$ cat src/rtl/vga_timing_core.sv
// Raster timing generator: pixel/line counters, sync pulses and blanking flags for two
// selectable VGA timing modes, with mode switches applied only at frame boundaries.
module vga_timing_core #(
  parameter int unsigned H_ACTIVE = 640,
  parameter int unsigned V_ACTIVE = 480,
  parameter int unsigned M0_HFP   = 16,
  parameter int unsigned M0_HS    = 96,
  parameter int unsigned M0_HBP   = 48,
  parameter int unsigned M0_VFP   = 10,
  parameter int unsigned M0_VS    = 2,
  parameter int unsigned M0_VBP   = 33,
  parameter int unsigned M1_HFP   = 16,
  parameter int unsigned M1_HS    = 64,
  parameter int unsigned M1_HBP   = 80,
  parameter int unsigned M1_VFP   = 3,
  parameter int unsigned M1_VS    = 4,
  parameter int unsigned M1_VBP   = 13,
  parameter bit          M0_HPOL  = 1'b0,
  parameter bit          M0_VPOL  = 1'b0,
  parameter bit          M1_HPOL  = 1'b1,
  parameter bit          M1_VPOL  = 1'b1
) (
  input  logic       clk,
  input  logic       rst_n,
  input  logic       mode,
  output logic [9:0] o_hpos,
  output logic [9:0] o_vpos,
  output logic       o_hsync,
  output logic       o_vsync,
  output logic       o_hmax,
  output logic       o_vmax,
  output logic       o_hblank,
  output logic       o_vblank,
  output logic       o_visible,
  output logic       o_mode,
  output logic [7:0] o_frame
);

  localparam logic [9:0] HACT      = 10'(H_ACTIVE);
  localparam logic [9:0] VACT      = 10'(V_ACTIVE);
  localparam logic [9:0] M0_HLAST  = 10'(H_ACTIVE + M0_HFP + M0_HS + M0_HBP - 1);
  localparam logic [9:0] M0_VLAST  = 10'(V_ACTIVE + M0_VFP + M0_VS + M0_VBP - 1);
  localparam logic [9:0] M0_HS_ON  = 10'(H_ACTIVE + M0_HFP);
  localparam logic [9:0] M0_HS_OFF = 10'(H_ACTIVE + M0_HFP + M0_HS);
  localparam logic [9:0] M0_VS_ON  = 10'(V_ACTIVE + M0_VFP);
  localparam logic [9:0] M0_VS_OFF = 10'(V_ACTIVE + M0_VFP + M0_VS);
  localparam logic [9:0] M1_HLAST  = 10'(H_ACTIVE + M1_HFP + M1_HS + M1_HBP - 1);
  localparam logic [9:0] M1_VLAST  = 10'(V_ACTIVE + M1_VFP + M1_VS + M1_VBP - 1);
  localparam logic [9:0] M1_HS_ON  = 10'(H_ACTIVE + M1_HFP);
  localparam logic [9:0] M1_HS_OFF = 10'(H_ACTIVE + M1_HFP + M1_HS);
  localparam logic [9:0] M1_VS_ON  = 10'(V_ACTIVE + M1_VFP);
  localparam logic [9:0] M1_VS_OFF = 10'(V_ACTIVE + M1_VFP + M1_VS);

  logic [9:0] hpos_q, hpos_d, vpos_q, vpos_d;
  logic [7:0] frame_q, frame_d;
  logic       mode_q, mode_d;
  logic       hsync_q, hsync_d, vsync_q, vsync_d;
  logic       hmax_q, hmax_d, vmax_q, vmax_d;
  logic       hblank_q, hblank_d, vblank_q, vblank_d, visible_q, visible_d;
  logic       frame_end;

  logic [9:0] hlast, vlast, hs_on, hs_off, vs_on, vs_off;
  logic       hpol, vpol;

  // Timing constants of the mode that will be in effect for the next pixel.
  always_comb begin
    if (mode_d) begin
      hlast  = M1_HLAST;
      vlast  = M1_VLAST;
      hs_on  = M1_HS_ON;
      hs_off = M1_HS_OFF;
      vs_on  = M1_VS_ON;
      vs_off = M1_VS_OFF;
      hpol   = M1_HPOL;
      vpol   = M1_VPOL;
    end else begin
      hlast  = M0_HLAST;
      vlast  = M0_VLAST;
      hs_on  = M0_HS_ON;
      hs_off = M0_HS_OFF;
      vs_on  = M0_VS_ON;
      vs_off = M0_VS_OFF;
      hpol   = M0_HPOL;
      vpol   = M0_VPOL;
    end
  end

  // Wraps key off the registered max flags, so counters follow the mode already in effect.
  always_comb begin
    frame_end = hmax_q & vmax_q;
    mode_d    = frame_end ? mode : mode_q;
    frame_d   = frame_end ? frame_q + 8'd1 : frame_q;
    hpos_d    = hmax_q ? '0 : hpos_q + 10'd1;
    vpos_d    = vpos_q;
    if (hmax_q) begin
      vpos_d = vmax_q ? '0 : vpos_q + 10'd1;
    end
    hmax_d    = (hpos_d == hlast);
    vmax_d    = (vpos_d == vlast);
    hblank_d  = (hpos_d >= HACT);
    vblank_d  = (vpos_d >= VACT);
    visible_d = ~hblank_d & ~vblank_d;
    hsync_d   = ((hpos_d >= hs_on) && (hpos_d < hs_off)) ? hpol : ~hpol;
    vsync_d   = ((vpos_d >= vs_on) && (vpos_d < vs_off)) ? vpol : ~vpol;
  end

  always_ff @(posedge clk or negedge rst_n) begin
    if (!rst_n) begin
      hpos_q    <= '0;
      vpos_q    <= '0;
      frame_q   <= '0;
      mode_q    <= 1'b0;
      hmax_q    <= 1'b0;
      vmax_q    <= 1'b0;
      hblank_q  <= 1'b0;
      vblank_q  <= 1'b0;
      visible_q <= 1'b1;
      hsync_q   <= ~M0_HPOL;
      vsync_q   <= ~M0_VPOL;
    end else begin
      hpos_q    <= hpos_d;
      vpos_q    <= vpos_d;
      frame_q   <= frame_d;
      mode_q    <= mode_d;
      hmax_q    <= hmax_d;
      vmax_q    <= vmax_d;
      hblank_q  <= hblank_d;
      vblank_q  <= vblank_d;
      visible_q <= visible_d;
      hsync_q   <= hsync_d;
      vsync_q   <= vsync_d;
    end
  end

  assign o_hpos    = hpos_q;
  assign o_vpos    = vpos_q;
  assign o_frame   = frame_q;
  assign o_mode    = mode_q;
  assign o_hmax    = hmax_q;
  assign o_vmax    = vmax_q;
  assign o_hblank  = hblank_q;
  assign o_vblank  = vblank_q;
  assign o_visible = visible_q;
  assign o_hsync   = hsync_q;
  assign o_vsync   = vsync_q;

endmodule

$ cat config.mk
export PLATFORM = sky130hd
export DESIGN_NAME = vga_timing_core
export DESIGN_NICKNAME = d
export VERILOG_FILES = /design/src/rtl/vga_timing_core.sv
export SDC_FILE = /design/constraint.sdc
export NUM_CORES = 1
export LEC_CHECK = 0
export BUFFER_PORTS_ARGS = -buffer_cell sky130_fd_sc_hd__buf_2
export CORE_ASPECT_RATIO = 0.6
export CORE_UTILIZATION = 39
export DETAILED_ROUTE_END_ITERATION = 8
export PLACE_DENSITY = 0.58
export SYNTH_ARGS = -nofsm -noshare
export SYNTH_HDL_FRONTEND = slang
export SYNTH_SLANG_ARGS = --single-unit
$ cat constraint.sdc
create_clock -name clk -period 7.6 [get_ports clk]
set_clock_uncertainty 0.2 [all_clocks]
set_input_delay 1.52 -clock clk [delete_from_list [all_inputs] [get_ports clk]]
set_output_delay 1.52 -clock clk [all_outputs]
set_load 0.1 [all_outputs]
==> results.md, run 1 <==
- In this run the post-CTS setup repair buffer count came out at 0.
- After clock tree synthesis, the clock-pin slew on the worst setup and hold paths is 0.07 ns.
- The deepest level of the CTS H-tree is 2.
- The simple-gate area share of the yosys netlist is 0.226.
- The number of buffers added on ports is 38.
- The endpoint type of the worst setup path is an output port.
- After detailed routing, the average wire length per cell comes to 14.3 um.
- For this run, design rule violations remaining after detail routing come to 0.
- The maximum achievable frequency is 324 MHz.
- The transition time at the pin with the least slew margin is 0.792 ns.
- The worst hold path begins at o_frame[7].
- Entering global routing, the biggest net connects 37 pins.
- The area of the multi-input gates is approximately 920 um^2.
- Of the cells placed in the final design, the portion with a size suffix greater than 1 is 0.270.
- Along the worst path, the maximum fanout reaches 27.
- The clock passes through at most 2 buffers.
- The gate count of the mapped netlist is 187.
- The highest ir drop seen on vdd is about 0.064 mV.
- The met2 routing resource usage after global routing is 0.222.
- Among all flip-flop cells after synthesis, the most frequent one is sky130_fd_sc_hd__dfrtp_1.
- The root buffer cell is sky130_fd_sc_hd__clkbuf_8.
- The synthesized net count is 197.
- The total number of vias is 1,489.
- The setup path with the least slack is of type register to output port.
- The filler cells instantiated in the layout total 448.
- In the finished design, the share of the clock period the worst path needs comes to 0.406.
- Setup repair after global routing left no endpoint under its margin.
- In this run, distinct cell masters in the synthesized netlist total 49.
- The launch point of the worst path is o_hmax.
- The final period demand of the worst path is between 3 and 4 ns.
- The initial utilization of the core area, before any placement, comes to 0.411.
- The worst slew margin relative to its limit is 0.472.
- The total of flip-flops plus latches after synthesis is 36.
- The final-layout setup total negative slack is 0 ns.
- The post-synthesis instance area is 1900 um^2.
- For the worst setup path, the data required time is 5.88 ns.
- The first detailed-routing pass took 4 iterations.
- The clock tree from TritonCTS is yes.
- The clock sink count is 36.
- The portion of netlist area occupied by mux cells is 0.0283.
- The overall overflow remaining after global route is 0.
- The overall die height is 56.1 um.
- During synthesis, Yosys emitted a total of 0 warnings.
- The number of buffers created by CTS is 5.
- The global-route wire length before repair is 6910 um.
- The placer's final routability congestion estimate is 0.751.
- The slack of the worst reg-to-reg path is 4.63 ns.
- The detail route stage leaves a number of antenna-violating nets equal to 0.
- The flow ran to the end, and the final reports show no timing, DRC or antenna violations.
- The tool flagged a number of max-cap violations equal to 0.
- The hold violation total from the final report is 0.
- The fraction of registers with async set or reset after synthesis is 1.00.
- The total of cells resized after clock tree synthesis is 0.
- The worst flop-to-flop path startpoint is o_hmax.
- The data arrival at the endpoint of the critical path is 1.37 ns.
- The number of design-rule violations left by the first detailed-router iteration is 80.
- The number of antenna diodes in the final layout is 0.
- The number of endpoints failing setup at the final stage is 0.
- The number of max-slew violations in the final report was 0.
- The sequential cell area is 905 um^2.
- After floorplanning, the core was divided into 19 placement rows.
- The initial antenna violation count is 0.
- Summed over all layers, the routed wires come to 4120 um.
- The met3 routing resource usage after global routing is 0.0423.
- The combined global-route utilization of all metal layers is 0.177.
- The estimated wirelength of the detail-placed design is 3030 um.
- After global routing, the most crowded layer is met1.
- The insertion delay to the later sink of the worst-skew pair is 0.29 ns.
- The via count of the first global-routing pass is about 1,300.
- The kind of launch point of the worst setup path is a register.
- Compared with the post-synthesis result, the final layout area differs by 17.8%.
- 39 I/O pins were placed.
- In the global route stage, met1 resource usage came out at 0.288.
- The synthesized design contains 0 enable-type register cells.
- The number of nets in the finished design is approximately 240.
- The tightest min-delay check is of the register to register type.
- The number of hold buffers added after CTS was 0.
- By area, the combinational part of the netlist is dominated by simple AND/OR/NAND/NOR gates.
- The sequential share of the synthesized area is 0.475.
- Using the TritonRoute via totals, the vias-per-cell ratio works out to 5.15.
- Of the total synthesized cell area, the portion taken by full adders, half adders and majority gates is 0.0460.
- The utilization after layout is 0.484.
- The area share of xor/xnor cells in the synthesized design is 0.0828.
- Summed over all cells, the static leakage comes to 0.00109 uW.
- The total area inside the core boundary comes to 4640 um^2.
- The die width is roughly 92 um.
- The area fraction in compound gates after synthesis is 0.102.
- For this design the ratio of total power to cell area is roughly 150 nW/um^2.
- The post-synthesis area per instance is 10.2 um^2.
- The die covers 5180 um^2.
path summary, 6_finish.rpt:
check | endpoint | depth (start not counted)
min in group asynchronous | o_frame[5] | 1
max in group asynchronous | o_frame[2] | 1
max reg2reg | o_vmax | 9
min reg2reg | o_frame[7] | 1
max | o_hmax | 2
min | o_frame[7] | 1
cell type report:
type / instances / area share
multi-input cells: 133 / 0.412
clock buffers: 8 / 0.0446
repair buffers: 39 / 0.0881
well taps: 63 / 0.0351
flip-flops and latches: 36 / 0.403
inverters: 10 / 0.0167
cells by family after synthesis:
| logic type | Yosys count |
|---|---|
| and+or+nand+nor | 76 |
| DFF | 36 |
| AOI/OAI and AO/OA | 28 |
| xor gates and xnor gates | 18 |
| buffers and inverters | 18 |
| adders and majority gates | 7 |
| muxes | 4 |
cell usage in the layout, fill, tap and decap left out, types with 2 or more instances in the layout:
cell / count
sky130_fd_sc_hd__ha_1: 7
sky130_fd_sc_hd__and2_1: 2
sky130_fd_sc_hd__nor4b_1: 2
sky130_fd_sc_hd__nor2b_1: 3
sky130_fd_sc_hd__nor3b_1: 3
sky130_fd_sc_hd__buf_2: 38
sky130_fd_sc_hd__nand3_1: 9
sky130_fd_sc_hd__nand2_1: 14
sky130_fd_sc_hd__inv_1: 10
sky130_fd_sc_hd__xor2_1: 6
sky130_fd_sc_hd__or3_1: 3
sky130_fd_sc_hd__mux2i_1: 2
sky130_fd_sc_hd__nor2_1: 13
sky130_fd_sc_hd__nor3_1: 3
sky130_fd_sc_hd__xnor2_1: 12
sky130_fd_sc_hd__dfrtp_1: 33
sky130_fd_sc_hd__nand2b_1: 3
sky130_fd_sc_hd__and3_1: 2
sky130_fd_sc_hd__clkbuf_8: 7
sky130_fd_sc_hd__dfstp_2: 3
sky130_fd_sc_hd__or4_1: 2
sky130_fd_sc_hd__a21oi_2: 3
sky130_fd_sc_hd__a21oi_1: 5
sky130_fd_sc_hd__o21ai_0: 7
sky130_fd_sc_hd__o31ai_1: 2
sky130_fd_sc_hd__nor4_1: 2
sky130_fd_sc_hd__nand4_1: 7
synthesized netlist by cell type, types with 2 or more instances:
| cell type | n | share of area |
|---|---|---|
| sky130_fd_sc_hd__nor4_1 | 2 | 0.0066 |
| sky130_fd_sc_hd__inv_1 | 10 | 0.020 |
| sky130_fd_sc_hd__nor3_1 | 3 | 0.0079 |
| sky130_fd_sc_hd__dfstp_2 | 3 | 0.041 |
| sky130_fd_sc_hd__clkbuf_1 | 4 | 0.0079 |
| sky130_fd_sc_hd__o31ai_1 | 2 | 0.0079 |
| sky130_fd_sc_hd__o21ai_0 | 7 | 0.018 |
| sky130_fd_sc_hd__nor4b_1 | 2 | 0.0092 |
| sky130_fd_sc_hd__or4_1 | 2 | 0.0079 |
| sky130_fd_sc_hd__xor2_1 | 6 | 0.028 |
| sky130_fd_sc_hd__nor2b_1 | 3 | 0.0099 |
| sky130_fd_sc_hd__nand2_1 | 14 | 0.028 |
| sky130_fd_sc_hd__nand4_1 | 7 | 0.023 |
| sky130_fd_sc_hd__buf_2 | 3 | 0.0079 |
| sky130_fd_sc_hd__mux2i_1 | 2 | 0.011 |
| sky130_fd_sc_hd__a21oi_2 | 3 | 0.014 |
| sky130_fd_sc_hd__a21oi_1 | 5 | 0.013 |
| sky130_fd_sc_hd__and3_1 | 2 | 0.0066 |
| sky130_fd_sc_hd__or3_1 | 3 | 0.0099 |
| sky130_fd_sc_hd__nor3b_1 | 3 | 0.012 |
| sky130_fd_sc_hd__dfrtp_1 | 33 | 0.43 |
| sky130_fd_sc_hd__nand3_1 | 9 | 0.024 |
| sky130_fd_sc_hd__ha_1 | 7 | 0.046 |
| sky130_fd_sc_hd__nand2b_1 | 3 | 0.0099 |
| sky130_fd_sc_hd__and2_1 | 2 | 0.0066 |
| sky130_fd_sc_hd__nor2_1 | 13 | 0.026 |
| sky130_fd_sc_hd__xnor2_1 | 12 | 0.055 |
power by group:
| part | leakage, uW | internal [uW] | switching (uW) |
|---|---|---|---|
| combinational | 0.000558 | 0.399 | 3.75 |
| clock | 0.0000515 | 82.7 | 66.7 |
| sequential | 0.000478 | 192 | 0 |
through the flow:
stage | hold WS (ns) | power (uW) | setup slack (ns) | instances | cell area, um^2
finish | 0.262 | 345 | 4.51 | 289 | 2240
detailed placement | 0.261 | 200 | 4.24 | 281 | 2140
global route | 0.300 | 358 | 4.33 | 289 | 2240
CTS | 0.272 | 350 | 4.51 | 289 | 2240
global placement | 0.257 | 200 | 4.29 | 281 | 2140
floorplan | 0.782 | 195 | 4.39 | 187 | 1900
sequential cells by signal, indices dropped and copies added (netlist names):
signal and count:
o_hpos 10, o_vpos 10, o_frame 8, o_hblank 1, o_hmax 1, o_hsync 1
o_mode 1, o_vblank 1, o_visible 1, o_vmax 1, o_vsync 1
metal layers:
metal / vias up / part of all wire
li1: 742 / -
met1: 707 / 0.55
met2: 33 / 0.39
met3: 7 / 0.046
met4: 0 / 0.014
met5: - / 0
critical path, stage by stage (launching register included):
cell	delay [ns]
sky130_fd_sc_hd__dfrtp_1	0.32
sky130_fd_sc_hd__buf_4	0.27
sky130_fd_sc_hd__buf_2	0.48
(Power assumes the default switching activity.)
==> inputs of run 2 (changes only) <==
Settings changed: ABC_AREA set to 1.
Clock period 7.6 ns to 2.88 ns, I/O delays scaled along.
==> run 2 against run 1 <==
  * Synthesized area increased by 3.5%
  * Power increased to 2.6 times the previous value
  * Worst setup slack got worse by 4.1 ns
  * First-iteration DRC count increased by 15%
  * Via count increased by 12%
  * Count of clock-buffer cells in the layout decreased by 2
  * Routed wire length increased by 4.8%
  * Sequential share of layout area decreased by 1.4 points
  * Final cell count increased by 25%
  * Critical path depth increased by 11
  * Sequential power increased to 2.6 times the previous value
  * Critical path type is now register to register
  * Largest cell class is now sequential cells
==> results.md, run 2 <==
- The met3 wire length is 280 um.
- The overall die height is 57.1 um.
- Dividing the final minimum period by the clock period gives 0.855.
- The most area-hungry cell type in the Yosys netlist is sky130_fd_sc_hd__dfrtp_1.
- The floorplan step defined a die boundary enclosing 5350 um^2.
- Final hold analysis gives a worst-case slack of 0.0489 ns.
- In the final routing, the length of wire on met1 measures roughly 2500 um.
- Buffers added to address setup during post-CTS repair amount to 0.
- Once the clock tree was built, the resizer swapped 0 gates to a different size.
- The total power per unit cell area is 381 nW/um^2.
- Across all layers, the routed design uses 1,674 vias.
- The class of the most critical hold timing path is primary input to async pin.
- The largest net degree at the start of global routing is 23.
- Ranked by instance count, the synthesized netlist is headed by 63 x sky130_fd_sc_hd__nand2_1, 40 x sky130_fd_sc_hd__inv_1, 33 x sky130_fd_sc_hd__dfrtp_1.
- The average routed wire per standard cell is 12.0 um.
- For this run, the number of Yosys warnings is 0.
- The overall overflow remaining after global route is 0.
- The synthesized net count is 261.
- The via count of the first global-routing pass came to ~1,500.
- The insertion delay to the later sink of the worst-skew pair is between 0.2 and 0.3 ns.
- The final wirelength is 4320 um.
- The most common cell after layout, fill and taps aside is sky130_fd_sc_hd__nand2_1.
- The number of max-slew violations in the final report is 0.
- The estimated wirelength of the detail-placed design is 3430 um.
- The initial antenna violation count is 0.
- The gate count of the mapped netlist is 251.
- The startpoint identified for the worst register-to-register timing path is o_hmax.
- In this run the horizontal extent of the chip is 93.8 um.
- Signal routing reaches up to met4.
- The number of buffers added on ports is 38.
- The number of endpoints failing setup at the final stage is 0.
- The analysis attributes to cell leakage a power of 0.00130 uW.
- The effective utilization at floorplan is 0.419.
- The worst-case IR drop observed on VDD is 0.216 mV.
- The hold violation total from the final report is 0.
- In the routed layout, each cell is associated on average with a via count of about 4.7.
- The clock net in this run drives a total of 36 sinks.
- The worst setup path is of the register to register kind.
- The worst setup path is captured at a register.
- The met2 wire length is 1530 um.
- Data arrives at the worst endpoint at 2.49 ns.
- The proportion of layout cells with a drive suffix above 1 is 0.226.
- Static timing analysis puts the maximum clock frequency at just over 400 MHz.
- The net count of the finished layout is 306.
- The number of antenna diodes in the final layout is 0.
- The clock-pin transition on the worst setup and hold timing paths is 0.07 ns.
- In this run, synthesis produced a sequential element count of 36.
- The most critical setup path has its endpoint at o_vsync.
- Routability-driven placement finished with a final weighted congestion of 0.835.
- Setup repair after global routing left no endpoint under its margin.
- Buffers inserted during clock tree synthesis total 5.
- The detail route stage leaves a number of antenna-violating nets equal to 0.
- The final-layout setup total negative slack is 0 ns.
- In this run the core area contains 19 standard-cell rows.
- By area the synthesized netlist is led by sky130_fd_sc_hd__dfrtp_1 42%, sky130_fd_sc_hd__nand2_1 12%, sky130_fd_sc_hd__inv_1 7.6%.
- The first routing iteration left 92 violations.
- The global-route wire length before repair is 7400 um.
- Each instance of the synthesized netlist takes up on average 7.85 um^2.
- The number of optimization iterations in the first detailed-route pass is 4.
- In this run the worst path has a maximum fanout of 16.
- The post-synthesis instance area is 1970 um^2.
- The worst setup path is launched from a register.
- Of the synthesized area, sequential elements account for 0.459.
- The layout overhead on the synthesized area is 18.2%.
- After detailed routing, the number of remaining DRC violations is 0.
- The standard cell core area is 4710 um^2.
- Measured against its own limit, the worst slew margin works out to 0.673.
- The share of Yosys cell area claimed by the top area cell type is 0.419.
- The flow ran to the end, and the final reports show no timing, DRC or antenna violations.
- Across the run, the number of max-cap violations was 0.
- sky130_fd_sc_hd__nand2_1 is the most common cell in the netlist.
- Synthesis instantiated 28 different standard cells from the library.
- The hold buffer count at CTS is 0.
- The cell sitting at the root of the clock tree is a sky130_fd_sc_hd__clkbuf_8.
- For the pin with the worst max-slew slack, the measured transition is ~0.49 ns.
- The count of pins on the block boundary is 39.
- The clock passes through at most 2 buffers.
- In the layout the commonest cells are 63 x sky130_fd_sc_hd__nand2_1, 40 x sky130_fd_sc_hd__inv_1, 38 x sky130_fd_sc_hd__buf_2.
- The slack of the worst reg-to-reg path is 0.42 ns.
- The combined global-route utilization of all metal layers is 0.182.
- The final period demand of the worst path is 2.46 ns.
- The utilization after layout is 0.495.
- Among all flip-flop cells after synthesis, the most frequent one is sky130_fd_sc_hd__dfrtp_1.
- The deepest level of the CTS H-tree is 2.
- The critical register-to-register path endpoint is o_vsync.
- The clock tree from TritonCTS is yes.
- The critical path starts at o_hmax.
- The fraction of registers with async set or reset after synthesis is 1.00.
- Counting the fill cells in the layout gives 474.
- The worst-case reg-to-reg path depth is 13.
- The number of flops mapped to enable cells by yosys is 0.
- Data on the critical path is required at its endpoint by between 2 and 3 ns.
run 2: changes by cell type in the layout (fill, tap and decap cells not counted), sizes merged, moves of 9 or more:
cell / previous run / this run
xnor2: 12 / 3
inv: 10 / 41
nand2: 14 / 65
nand3: 10 / 24
nor2: 13 / 36
run 2: cells by family after synthesis:
| logic type | Yosys count | share of synthesized area |
|---|---|---|
| and+or+nand+nor | 140 | 0.323 |
| buffers and inverters | 43 | 0.0876 |
| DFF | 36 | 0.459 |
| AOI/OAI and AO/OA | 18 | 0.0546 |
| xor gates and xnor gates | 7 | 0.0311 |
| adders and majority gates | 7 | 0.0444 |
run 2: how the worst min path moves through the flow:
stage,slack [ns],startpoint,endpoint,cells after the start
global placement,0.25,o_frame[7],o_frame[7],1
global route,0.09,rst_n,o_hpos[7],1
CTS,0.06,rst_n,o_hpos[7],1
finish,0.05,rst_n,o_hpos[7],1
detailed placement,0.26,o_frame[7],o_frame[7],1
floorplan,0.08,rst_n,o_frame[0],0
run 2: cell type report:
cell class / count / area [um^2] / share of cell area
sequential: 36 / 906 / 0.389
clock inverter: 2 / 10.0 / 0.00430
inverter: 41 / 154 / 0.0661
timing repair buffer: 40 / 205 / 0.0881
clock buffer: 6 / 82.6 / 0.0354
multi-input combinational: 172 / 893 / 0.383
tap: 63 / 78.8 / 0.0338
run 2: critical path: stages, from the launching register on:
cell and delay, ns:
sky130_fd_sc_hd__dfrtp_2 0.55, sky130_fd_sc_hd__nand2_2 0.13, sky130_fd_sc_hd__o21a_1 0.24, sky130_fd_sc_hd__inv_1 0.25
sky130_fd_sc_hd__ha_1 0.30, sky130_fd_sc_hd__or2_2 0.29, sky130_fd_sc_hd__nand4_1 0.09, sky130_fd_sc_hd__nand2_1 0.06
sky130_fd_sc_hd__nand2_1 0.05, sky130_fd_sc_hd__nor2_1 0.05, sky130_fd_sc_hd__nand2_1 0.07, sky130_fd_sc_hd__nand2_1 0.04
sky130_fd_sc_hd__nand2_1 0.06, sky130_fd_sc_hd__inv_1 0.03
run 2: where the power goes:
part	leakage (uW)	internal (uW)	switching, uW
Clock	0.0000510	191	178
Sequential	0.000471	505	0
Combinational	0.000775	1.93	10.3
Total	0.00130	698	188
run 2: routing by layer:
metal,up-vias,track usage
met5,-,0
met4,0,0.0396
met3,3,0.0480
met2,43,0.217
met1,742,0.312
li1,886,-
run 2: stage by stage:
step	power [uW]	instance area [um^2]	setup slack [ns]	std cells
6_report	886	2330	0.419	360
5_1_grt	921	2330	0.192	360
3_3_place_gp	528	2240	0.394	352
3_5_place_dp	528	2240	0.402	352
4_1_cts	901	2330	0.399	360
2_1_floorplan	515	1970	0.00793	251
==> inputs of run 3 (changes only) <==
Settings changed: CORE_ASPECT_RATIO 0.6 to not set.
==> run 3 against run 2 <==
  * Register-to-register slack better by 0.02 ns
  * Die area is 0.17% lower
  * Global-route usage is 0.83 points lower
  * Largest cell class unchanged
  * Highest routed layer unchanged
==> results.md, run 3 (synthesized netlist as in run 2, its figures left out) <==
- The via count of the first global-routing pass is 1,638.
- The filler cell count is 480.
- The endpoint type of the worst setup path is a register.
- The diode insertion count for antenna repair is 0.
- The final-layout setup total negative slack is 0 ns.
- The deepest level of the CTS H-tree is 2.
- Of the total power, registers draw 0.589.
- The hold violation total from the final report is 0.
- The critical register-to-register path endpoint is o_vsync.
- Across all register-to-register paths, the minimum setup slack is 0.43 ns.
- Setup repair after global routing left no endpoint under its margin.
- 39 I/O pins were placed.
- The number of non-filler instances in the completed layout is about 360.
- The proportion of layout cells with a drive suffix above 1 is 0.216.
- The critical path class is register to register.
- The worst slew margin relative to its limit is 0.462.
- The final wirelength is 4110 um.
- The clock-pin transition on the worst setup and hold timing paths is 0.07 ns.
- The largest buffer count on any clock path is 2.
- The overall die height is approximately 73 um.
- Buffers placed on the I/O ports in this run total 38.
- The largest net degree at the start of global routing is 37.
- The total number of vias is 1,723.
- The total power per unit cell area is 371 nW/um^2.
- The overall overflow remaining after global route is 0.
- The cell sitting at the root of the clock tree is a sky130_fd_sc_hd__clkbuf_8.
- In the final routed layout, each cell accounts on average for between 10 and 15 um.
- Dividing the final minimum period by the clock period gives 0.849.
- The clock tree from TritonCTS is yes.
- The count of standard-cell rows is 25.
- STA puts the critical path data arrival time at between 2 and 2.5 ns.
- The die covers 5340 um^2.
- Dividing the detail-routed via count by the number of cells gives 4.75.
- STA classifies the critical path startpoint as a register.
- The initial utilization of the core area, before any placement, comes to 0.412.
- The switching power of the nets is ~180 uW.
- For this run, the total global-route usage over all layers was measured as 0.174.
- The combinational share of power is 0.013.
- The library cell used most frequently in the layout, excluding fill and tap cells, is sky130_fd_sc_hd__nand2_1.
- The number of optimization iterations in the first detailed-route pass is 4.
- The internal power component is 676 uW.
- The launch point of the worst path is o_hmax.
- The estimated wirelength of the detail-placed design is 3140 um.
- The total of cells resized after clock tree synthesis is 0.
- Post-CTS timing repair inserted 0 buffers for setup.
- The layout overhead on the synthesized area is 17.5%.
- The class of the most critical hold timing path is primary input to async pin.
- The max-capacitance violation count is 0.
- The number of max-slew violations in the final report was 0.
- Counting tap cells, the placed design contains a total of 355 instances.
- The clock sink count is 36.
- STA puts the critical path data required time at 2.90 ns.
- The total area inside the core boundary comes to 4790 um^2.
- The worst flop-to-flop path startpoint is o_hmax.
- Along the worst path, the maximum fanout reaches 16.
- The initial antenna violation count is 0.
- The maximum achievable frequency is 409 MHz.
- The transition time at the pin with the least slew margin is 0.807 ns.
- The global-route wire length before repair is 7040 um.
- The die width is approximately 73 um.
- The most critical setup path has its endpoint at o_vsync.
- At the end of the flow the core is filled with cells to 0.484.
- The detail route stage leaves a number of antenna-violating nets equal to 0.
- The share of total power dissipated in the clock network is 0.398.
- The worst-case reg-to-reg path depth is 13.
- Buffers inserted to repair hold after CTS numbered 0.
- The post-layout instance area is 2320 um^2.
- Buffers inserted during clock tree synthesis total 5.
- IR analysis of the VDD net gives a maximum drop of 0.280 mV.
- Of the total power, the share spent switching nets is 0.212.
- The cell leakage power is 0.00128 uW.
- After the first detailed-routing iteration, the DRC count stood at 70.
- Setup violations remaining at the end of the flow were counted as 0.
- The later pin in the worst-skew pair is clocked with a latency of 0.29 ns.
- The post-placement cell area is 2230 um^2.
- For the finished layout, the period the worst path requires is between 2 and 2.5 ns.
- At the end of routability-driven placement, the weighted congestion stood at approximately 0.86.
- The run finished with clean final reports.
- The detailed-route DRC error count is 0.
- The number of nets in the finished design is 305.
- The library cells used most frequently in the layout, excluding fill and tap cells, are 63 x sky130_fd_sc_hd__nand2_1, 40 x sky130_fd_sc_hd__inv_1, 38 x sky130_fd_sc_hd__buf_2.
## run 3: cell types whose count changed in the layout (fill, tap and decap cells not counted), sizes merged
cell and change:
buf -1, clkbuf +1, clkinv -1
## run 3: cell type report
| type | instances | area, um^2 | area share |
|---|---|---|---|
| Sequential cell | 36 | 906 | 0.391 |
| Multi-Input combinational cell | 172 | 893 | 0.386 |
| Timing Repair Buffer | 39 | 198 | 0.0854 |
| Inverter | 41 | 154 | 0.0665 |
| Tap cell | 67 | 83.8 | 0.0362 |
| Clock buffer | 7 | 76.3 | 0.0330 |
| Clock inverter | 1 | 5.00 | 0.00216 |
## run 3: how the worst min path moves through the flow
stage	end	slack, ns	cells after the start
finish	o_frame[7]	0.18	1
CTS	o_hpos[9]	0.21	1
global placement	o_frame[7]	0.25	1
floorplan	o_frame[0]	0.08	0
global route	o_hpos[5]	0.25	1
detailed placement	o_frame[7]	0.26	1
## run 3: layer usage
metal	vias up	wire length (um)	GRT usage
met5	-	0	0
met4	0	49	0.0806
met3	5	213	0.0456
met2	45	1890	0.271
met1	792	1950	0.226
li1	881	-	-
## run 3: power by group through the flow
stage	logic [uW]	registers, uW	clock network, uW
floorplan	0.252	515	0
global placement	12.2	515	0
detailed placement	12.1	515	0
CTS	12.1	505	358
global route	13.7	505	377
finish	10.9	506	342
## run 3: worst max-delay path, cell delays in order, from the launching register on
cell and delay [ns]:
sky130_fd_sc_hd__dfrtp_2 0.55, sky130_fd_sc_hd__nand2_2 0.12, sky130_fd_sc_hd__o21a_1 0.23, sky130_fd_sc_hd__inv_1 0.24, sky130_fd_sc_hd__ha_1 0.30, sky130_fd_sc_hd__or2_2 0.29, sky130_fd_sc_hd__nand4_1 0.09, sky130_fd_sc_hd__nand2_1 0.05
sky130_fd_sc_hd__nand2_1 0.05, sky130_fd_sc_hd__nor2_1 0.05, sky130_fd_sc_hd__nand2_1 0.07, sky130_fd_sc_hd__nand2_1 0.04, sky130_fd_sc_hd__nand2_1 0.06, sky130_fd_sc_hd__inv_1 0.04
## run 3: per-stage QoR
step | setup WS [ns] | power [uW] | hold slack, ns
6_report | 0.434 | 858 | 0.178
5_1_grt | 0.160 | 896 | 0.252
4_1_cts | 0.404 | 875 | 0.209
3_5_place_dp | 0.407 | 527 | 0.258
3_3_place_gp | 0.438 | 527 | 0.253
2_1_floorplan | 0.00793 | 515 | 0.0804
